**src/rtl/seg_shift_driver.sv**
```systemverilog
// Serial output stage for the 8-digit seven-segment display: snapshots a segment
// frame and shifts it MSB-first into an external shift-register chain with a latch strobe.
module seg_shift_driver #(
  parameter int unsigned HALF  = 4,
  parameter int unsigned NBITS = 64
) (
  input  logic             clk,
  input  logic             rst,
  input  logic             start,
  input  logic [NBITS-1:0] SEG_TXT,
  output logic             seg_clk,
  output logic             seg_dat,
  output logic             seg_load,
  output logic             busy,
  output logic             done
);

  localparam int unsigned CW = $clog2(NBITS + 1);
  localparam int unsigned PW = (HALF > 1) ? $clog2(HALF) : 1;
  localparam logic [PW-1:0] PH_LAST = PW'(HALF - 1);

  typedef enum logic [1:0] {
    S_IDLE,
    S_LOW,
    S_HIGH,
    S_LATCH
  } state_t;

  state_t           state_q, state_d;
  logic [NBITS-1:0] sr_q, sr_d;
  logic [CW-1:0]    cnt_q, cnt_d;
  logic [PW-1:0]    ph_q, ph_d;
  logic             clk_q, clk_d;
  logic             dat_q, dat_d;
  logic             load_q, load_d;
  logic             busy_q, busy_d;
  logic             done_q, done_d;
  logic             phase_end;

  // State, datapath and registered outputs
  always_ff @(posedge clk) begin
    if (rst) begin
      state_q <= S_IDLE;
      sr_q    <= '0;
      cnt_q   <= '0;
      ph_q    <= '0;
      clk_q   <= 1'b0;
      dat_q   <= 1'b0;
      load_q  <= 1'b0;
      busy_q  <= 1'b0;
      done_q  <= 1'b0;
    end else begin
      state_q <= state_d;
      sr_q    <= sr_d;
      cnt_q   <= cnt_d;
      ph_q    <= ph_d;
      clk_q   <= clk_d;
      dat_q   <= dat_d;
      load_q  <= load_d;
      busy_q  <= busy_d;
      done_q  <= done_d;
    end
  end

  // Next state; outputs are derived from the next state so they line up with it
  always_comb begin
    state_d   = state_q;
    sr_d      = sr_q;
    cnt_d     = cnt_q;
    ph_d      = ph_q;
    done_d    = 1'b0;
    phase_end = (ph_q == PH_LAST);

    case (state_q)
      S_IDLE: begin
        if (start) begin
          sr_d    = SEG_TXT;
          cnt_d   = CW'(NBITS);
          ph_d    = '0;
          state_d = S_LOW;
        end
      end
      S_LOW: begin
        if (phase_end) begin
          ph_d    = '0;
          state_d = S_HIGH;
        end else begin
          ph_d = ph_q + 1'b1;
        end
      end
      S_HIGH: begin
        if (phase_end) begin
          ph_d    = '0;
          sr_d    = sr_q << 1;
          cnt_d   = cnt_q - 1'b1;
          state_d = (cnt_q == CW'(1)) ? S_LATCH : S_LOW;
        end else begin
          ph_d = ph_q + 1'b1;
        end
      end
      S_LATCH: begin
        if (phase_end) begin
          ph_d    = '0;
          state_d = S_IDLE;
          done_d  = 1'b1;
        end else begin
          ph_d = ph_q + 1'b1;
        end
      end
      default: state_d = S_IDLE;
    endcase

    clk_d  = (state_d == S_HIGH);
    dat_d  = ((state_d == S_LOW) || (state_d == S_HIGH)) ? sr_d[NBITS-1] : 1'b0;
    load_d = (state_d == S_LATCH);
    busy_d = (state_d != S_IDLE);
  end

  assign seg_clk  = clk_q;
  assign seg_dat  = dat_q;
  assign seg_load = load_q;
  assign busy     = busy_q;
  assign done     = done_q;

endmodule

```
**config.mk**
```make
export PLATFORM = sky130hd
export DESIGN_NAME = seg_shift_driver
export DESIGN_NICKNAME = d
export VERILOG_FILES = /design/src/rtl/seg_shift_driver.sv
export SDC_FILE = /design/constraint.sdc
export NUM_CORES = 1
export LEC_CHECK = 0
export ABC_AREA = 1
export CORE_AREA = 2 2 73 144
export CTS_CLUSTER_DIAMETER = 60
export CTS_CLUSTER_SIZE = 25
export DETAILED_ROUTE_END_ITERATION = 6
export DIE_AREA = 0 0 75 146
export PLACE_DENSITY_LB_ADDON = 0.08
export SYNTH_ARGS = -nofsm -noshare
export SYNTH_HDL_FRONTEND = slang
export SYNTH_SLANG_ARGS = --single-unit
export TNS_END_PERCENT = 20
```
**constraint.sdc**
```tcl
create_clock -name clk -period 4.49 [get_ports clk]
set_clock_uncertainty 0.05 [all_clocks]
set_input_delay 1.347 -clock clk [delete_from_list [all_inputs] [get_ports clk]]
set_output_delay 1.347 -clock clk [all_outputs]
set_load 0.01 [all_outputs]
```
# Yosys cells after proc, flatten, opt, wreduce, memory -nomap -nowiden
# Index checks and enable logic that the tools add are counted.
# classes
add_sub_neg	2
eq_ne	10
n_mux	16
n_bitwise	2
reduce_logical	8
# op_table
cell	count
$mux 64	2
$pmux 64 s2	1
$mux 2	7
$mux 7	2
$pmux 7 s2	1
$eq 2x2->1 const B	5
$pmux 2 s4	1
$eq 7x1->1 const B	1
$sub 7x1->7 const B	1
$eq 2x1->1 const B	2
$ne 2x2->1 const B	2
$pmux 2 s2	1
$reduce_bool 2->1	2
$reduce_or 2->1	2
$reduce_and 3->1	1
$reduce_or 3->1	1
$add 2x1->2 const B	1
$logic_not 2->1	1
$not 1->1	2
$logic_or 1x1->1	1
$mux 1	1
# totals
regBits	80
output_inout_bits	5
elab_cells	48

# Depth between registers and ports, before layout
# depth
depth_word	8
mapped_depth	11

# Worst setup path after synthesis
# Ideal clock, no wire load.
# synth_timing
path_type	in2reg
from	input port start
to	register dat_q, in the netlist seg_dat
arrival_time_ns	2.121
required_time_ns	4.384
path_slack_ns	2.263
stages	7
cell_sequence	nand2_2 nand2_4 nor2_1 ha_1 nor2_1 nand2_1 inv_1
# synth_via
elab_chain_len	6
elab_cells_between_ends	9
# synth_rtl
element	line	source
start: declaration	9	input logic start,
$mux 2	76	if (start) begin
$pmux 2 s4	74	case (state_q)
$eq 2x1->1 / $eq 2x2->1 (equally long branches)	114	dat_d = ((state_d == S_LOW) || (state_d == S_HIGH)) ? sr_d[NBITS-1] : 1'b0;
$logic_or 1x1->1	114	
$not 1->1 (no line)	n/a	
$reduce_or 2->1 (no line)	n/a	
end signal: assignment	58	dat_q <= dat_d;
end: declaration	34	logic dat_q, dat_d;
# Several ways; a longest one is shown, not always the timed one. The select of a mux whose other input is x is not followed.
# A chain may end at the register's enable or synchronous reset.

# Worst setup path in the final report
# layout_timing
from	input port start
to	register sr_q[37]
# layout_via
elab_chain_len	2
# layout_rtl
element	line	source
$ne 2x2->1 (no line)	n/a	
$reduce_and 3->1 (no line)	n/a	
end signal: assignment	54	sr_q <= sr_d;
end: declaration	30	logic [NBITS-1:0] sr_q, sr_d;
# Every way passes these cells.

==> results.tsv <==
metric	value	unit
Initial DRC Count	215	
fin crit share	0.671	
Final Hold Vio Count	0	
Leak Pwr	1.65	nW
Clk Latency, worst-skew pair	330	ps
largest net degree at the start of global routing	65	
Synth Net Count	512	
first-pass GRT wire length	13.8	mm
maximum root-to-sink buffer count	2	
GR Layer Usage met1	0.182	
core box area	9760	µm²
Boundary Pins	72	
worst rel slew slack	0.283	
Die H	146	µm
total gr overflow	0	
slew of the pin with the lowest slew margin	1070	ps
Pwr per Cell Area	397	nW/µm²
Antenna Violating Nets Remaining	0	
clock sinks	80	
final setup fails	0	
sequential cell area fraction in the yosys report	0.480	
cts repair resizes	0	
vias per inst	4.85	
Data arrival, critical path	3210	ps
H-tree levels	3	
total net switching power	0.396	mW
CTS tree	yes	
prevailing post-synth register cell	dfxtp_1	
outcome	completed	
CP startpoint kind	input pin	
Hold Path Depth	2	
die area	11000	µm²
Seq cells post-synth	80	
CTS Hold Bufs	0	
R2R depth	7	
M3 GR Usage	0.0332	
nets@finish	571	
CP max stage delay	660	ps
Peak VDD IR	0.208	mV
total CTS buffers	9	
dpl hpwl	5.51	mm
Tmin final	3010	ps
placed cell area	4060	µm²
met2 GRT Util	0.279	
Synth Cell Area	3340	µm²
Chip Width	75	µm
clock share of power	0.439	
row cnt	51	
Via Count	3081	
Initial Util	0.342	
RSZ-0062 raised after global routing	false	
Inst Count DP	619	
clock-pin slew on the worst setup and hold paths	60	ps
non-filler cells, final	635	
Initial DRT Pass Iterations	4	
Switching Share	0.228	
pre-CTS WS	1110	ps
DR WL/cell	13.4	µm
total of max-cap violations	0	
setup bufs post-CTS	0	
maximum achievable frequency	332	MHz
crit end category	flop	
required time worst endpoint	4690	ps
Crit path buffers/inverters	3	
DRC violations left	0	
Avg Synthesized Cell Area	7.60	µm²
crit path kind	input pin to flop	
initial antenna violation count	0	
post-route worst setup slack	1480	ps
number of global-route vias before repair	3068	
clock tree root driver cell	clkbuf_16	
gpl congestion	0.794	
IO buf count	71	
max-slew violations	0	
number of synthesized flops with an enable pin	0	
setup TNS	0	ps
kind of cell adding the most delay to the critical path	buffers and inverters	
Ys Warns	0	
busiest grt layer	met2	
Cell variety after synth	25	
Hold WS	417	ps
Levels on crit path	6	
Critical Path Fanout Max	50	
Cells after Synth	439	
CP cell instances	clkdlybuf4s50_1 > nand2_2 > inv_2 > buf_4 > a22oi_1 > a21oi_1	
Worst path slowest cell	inv_2	
share of cells above drive strength 1	0.0577	
final WL	8.50	mm
Final Cell Area	4380	µm²
Logic pwr share	0.113	
n_diodes	0	
sequential power share	0.447	
gr usage total	0.160	
R2R Setup Slk	2280	ps
Post-synth ARST share	0	
Min-Delay Path Class	flop to flop	
Pint	1.34	mW
Area Overhead vs Synth	31.3	%
[cell families after synthesis]
| kind of cell | Yosys count | share of synthesized area |
|---|---|---|
| flops | 80 | 0.480 |
| xor+xnor | 1 | 0.00263 |
| compound gates | 88 | 0.162 |
| buf+inv | 53 | 0.0829 |
| simple gates | 211 | 0.250 |
| fa+ha+maj | 6 | 0.0225 |
[cells in the final DEF, fill, tap and decap left out]
master | Yosys | layout
clkbuf_8 | 0 | 4
clkbuf_1 | 7 | 1
o21ai_0 | 2 | 2
a31oi_1 | 46 | 46
inv_2 | 4 | 4
xor2_1 | 1 | 1
o22ai_1 | 1 | 1
buf_2 | 8 | 1
nor2_2 | 1 | 1
nor2_1 | 14 | 14
nand3_2 | 1 | 1
or3_1 | 1 | 1
clkdlybuf4s50_1 | 0 | 70
a22oi_1 | 16 | 16
nor3_1 | 1 | 1
dfxtp_1 | 80 | 80
inv_1 | 21 | 21
nand2_2 | 1 | 1
nand2_4 | 1 | 1
nand4_1 | 3 | 3
bufinv_16 | 0 | 1
ha_1 | 6 | 6
a21oi_1 | 23 | 23
buf_4 | 6 | 5
nand2_1 | 178 | 178
nand3_1 | 10 | 10
clkinv_2 | 0 | 1
clkbuf_16 | 0 | 9
[metal layers]
| metal | share of wire | up-vias |
|---|---|---|
| li1 | - | 1567 |
| met1 | 0.42 | 1442 |
| met2 | 0.53 | 64 |
| met3 | 0.042 | 8 |
| met4 | 0.015 | 0 |
| met5 | 0 | - |
[worst paths after layout]
check | from | end
max | start | sr_q[37]
min | sr_q[62] | sr_q[62]
max reg2reg | ph_q[0] | seg_dat
min reg2reg | sr_q[62] | sr_q[62]
[cells in the mapped netlist (2+ instances only)]
cell / count / area share
nand3_1: 10 / 0.015
inv_1: 21 / 0.024
buf_2: 8 / 0.012
o21ai_0: 2 / 0.0030
nand4_1: 3 / 0.0056
clkbuf_1: 7 / 0.0079
dfxtp_1: 80 / 0.48
nand2_1: 178 / 0.20
a21oi_1: 23 / 0.035
a31oi_1: 46 / 0.086
inv_2: 4 / 0.0045
buf_4: 6 / 0.014
a22oi_1: 16 / 0.036
ha_1: 6 / 0.023
buf_6: 6 / 0.020
nor2_1: 14 / 0.016
[power groups by stage]
stage	combinational, mW	sequential, mW	clock [mW]
3_5_place_dp	0.198	0.793	0
2_1_floorplan	0.120	0.788	0
4_1_cts	0.199	0.778	0.786
6_report	0.197	0.778	0.764
5_1_grt	0.220	0.782	0.814
3_3_place_gp	0.197	0.792	0
[metrics by stage]
step	util	total power, mW
after CTS	0.449	1.76
after global placement	0.416	0.990
after global routing	0.449	1.82
final	0.449	1.74
after detailed placement	0.416	0.990
after floorplan	-	0.908
[worst min-delay path: cells and delay by family, from the launching register on]
family / cells / cell delay (ps)
AO/OA/AOI/OAI: 1 / 50
flip-flops: 1 / 310
AND/OR/NAND/NOR: 1 / 60
[cell type report]
| type | instances | area [µm²] |
|---|---|---|
| clock inverter | 2 | 35.0 |
| clock buffer | 14 | 284 |
| sequential | 80 | 1600 |
| timing repair buffer | 76 | 743 |
| fill | 1034 | 5380 |
| inverter | 25 | 93.8 |
| tap | 132 | 165 |
| multi-input combinational | 306 | 1460 |
[flip-flops by register name, summed over array words and instances (netlist names)]
name	flops
seg_load	1
seg_clk	1
state_q	2
cnt_q	7
ph_q	2
done	1
busy	1
seg_dat	1
sr_q	64
(Power assumes the default switching activity.)
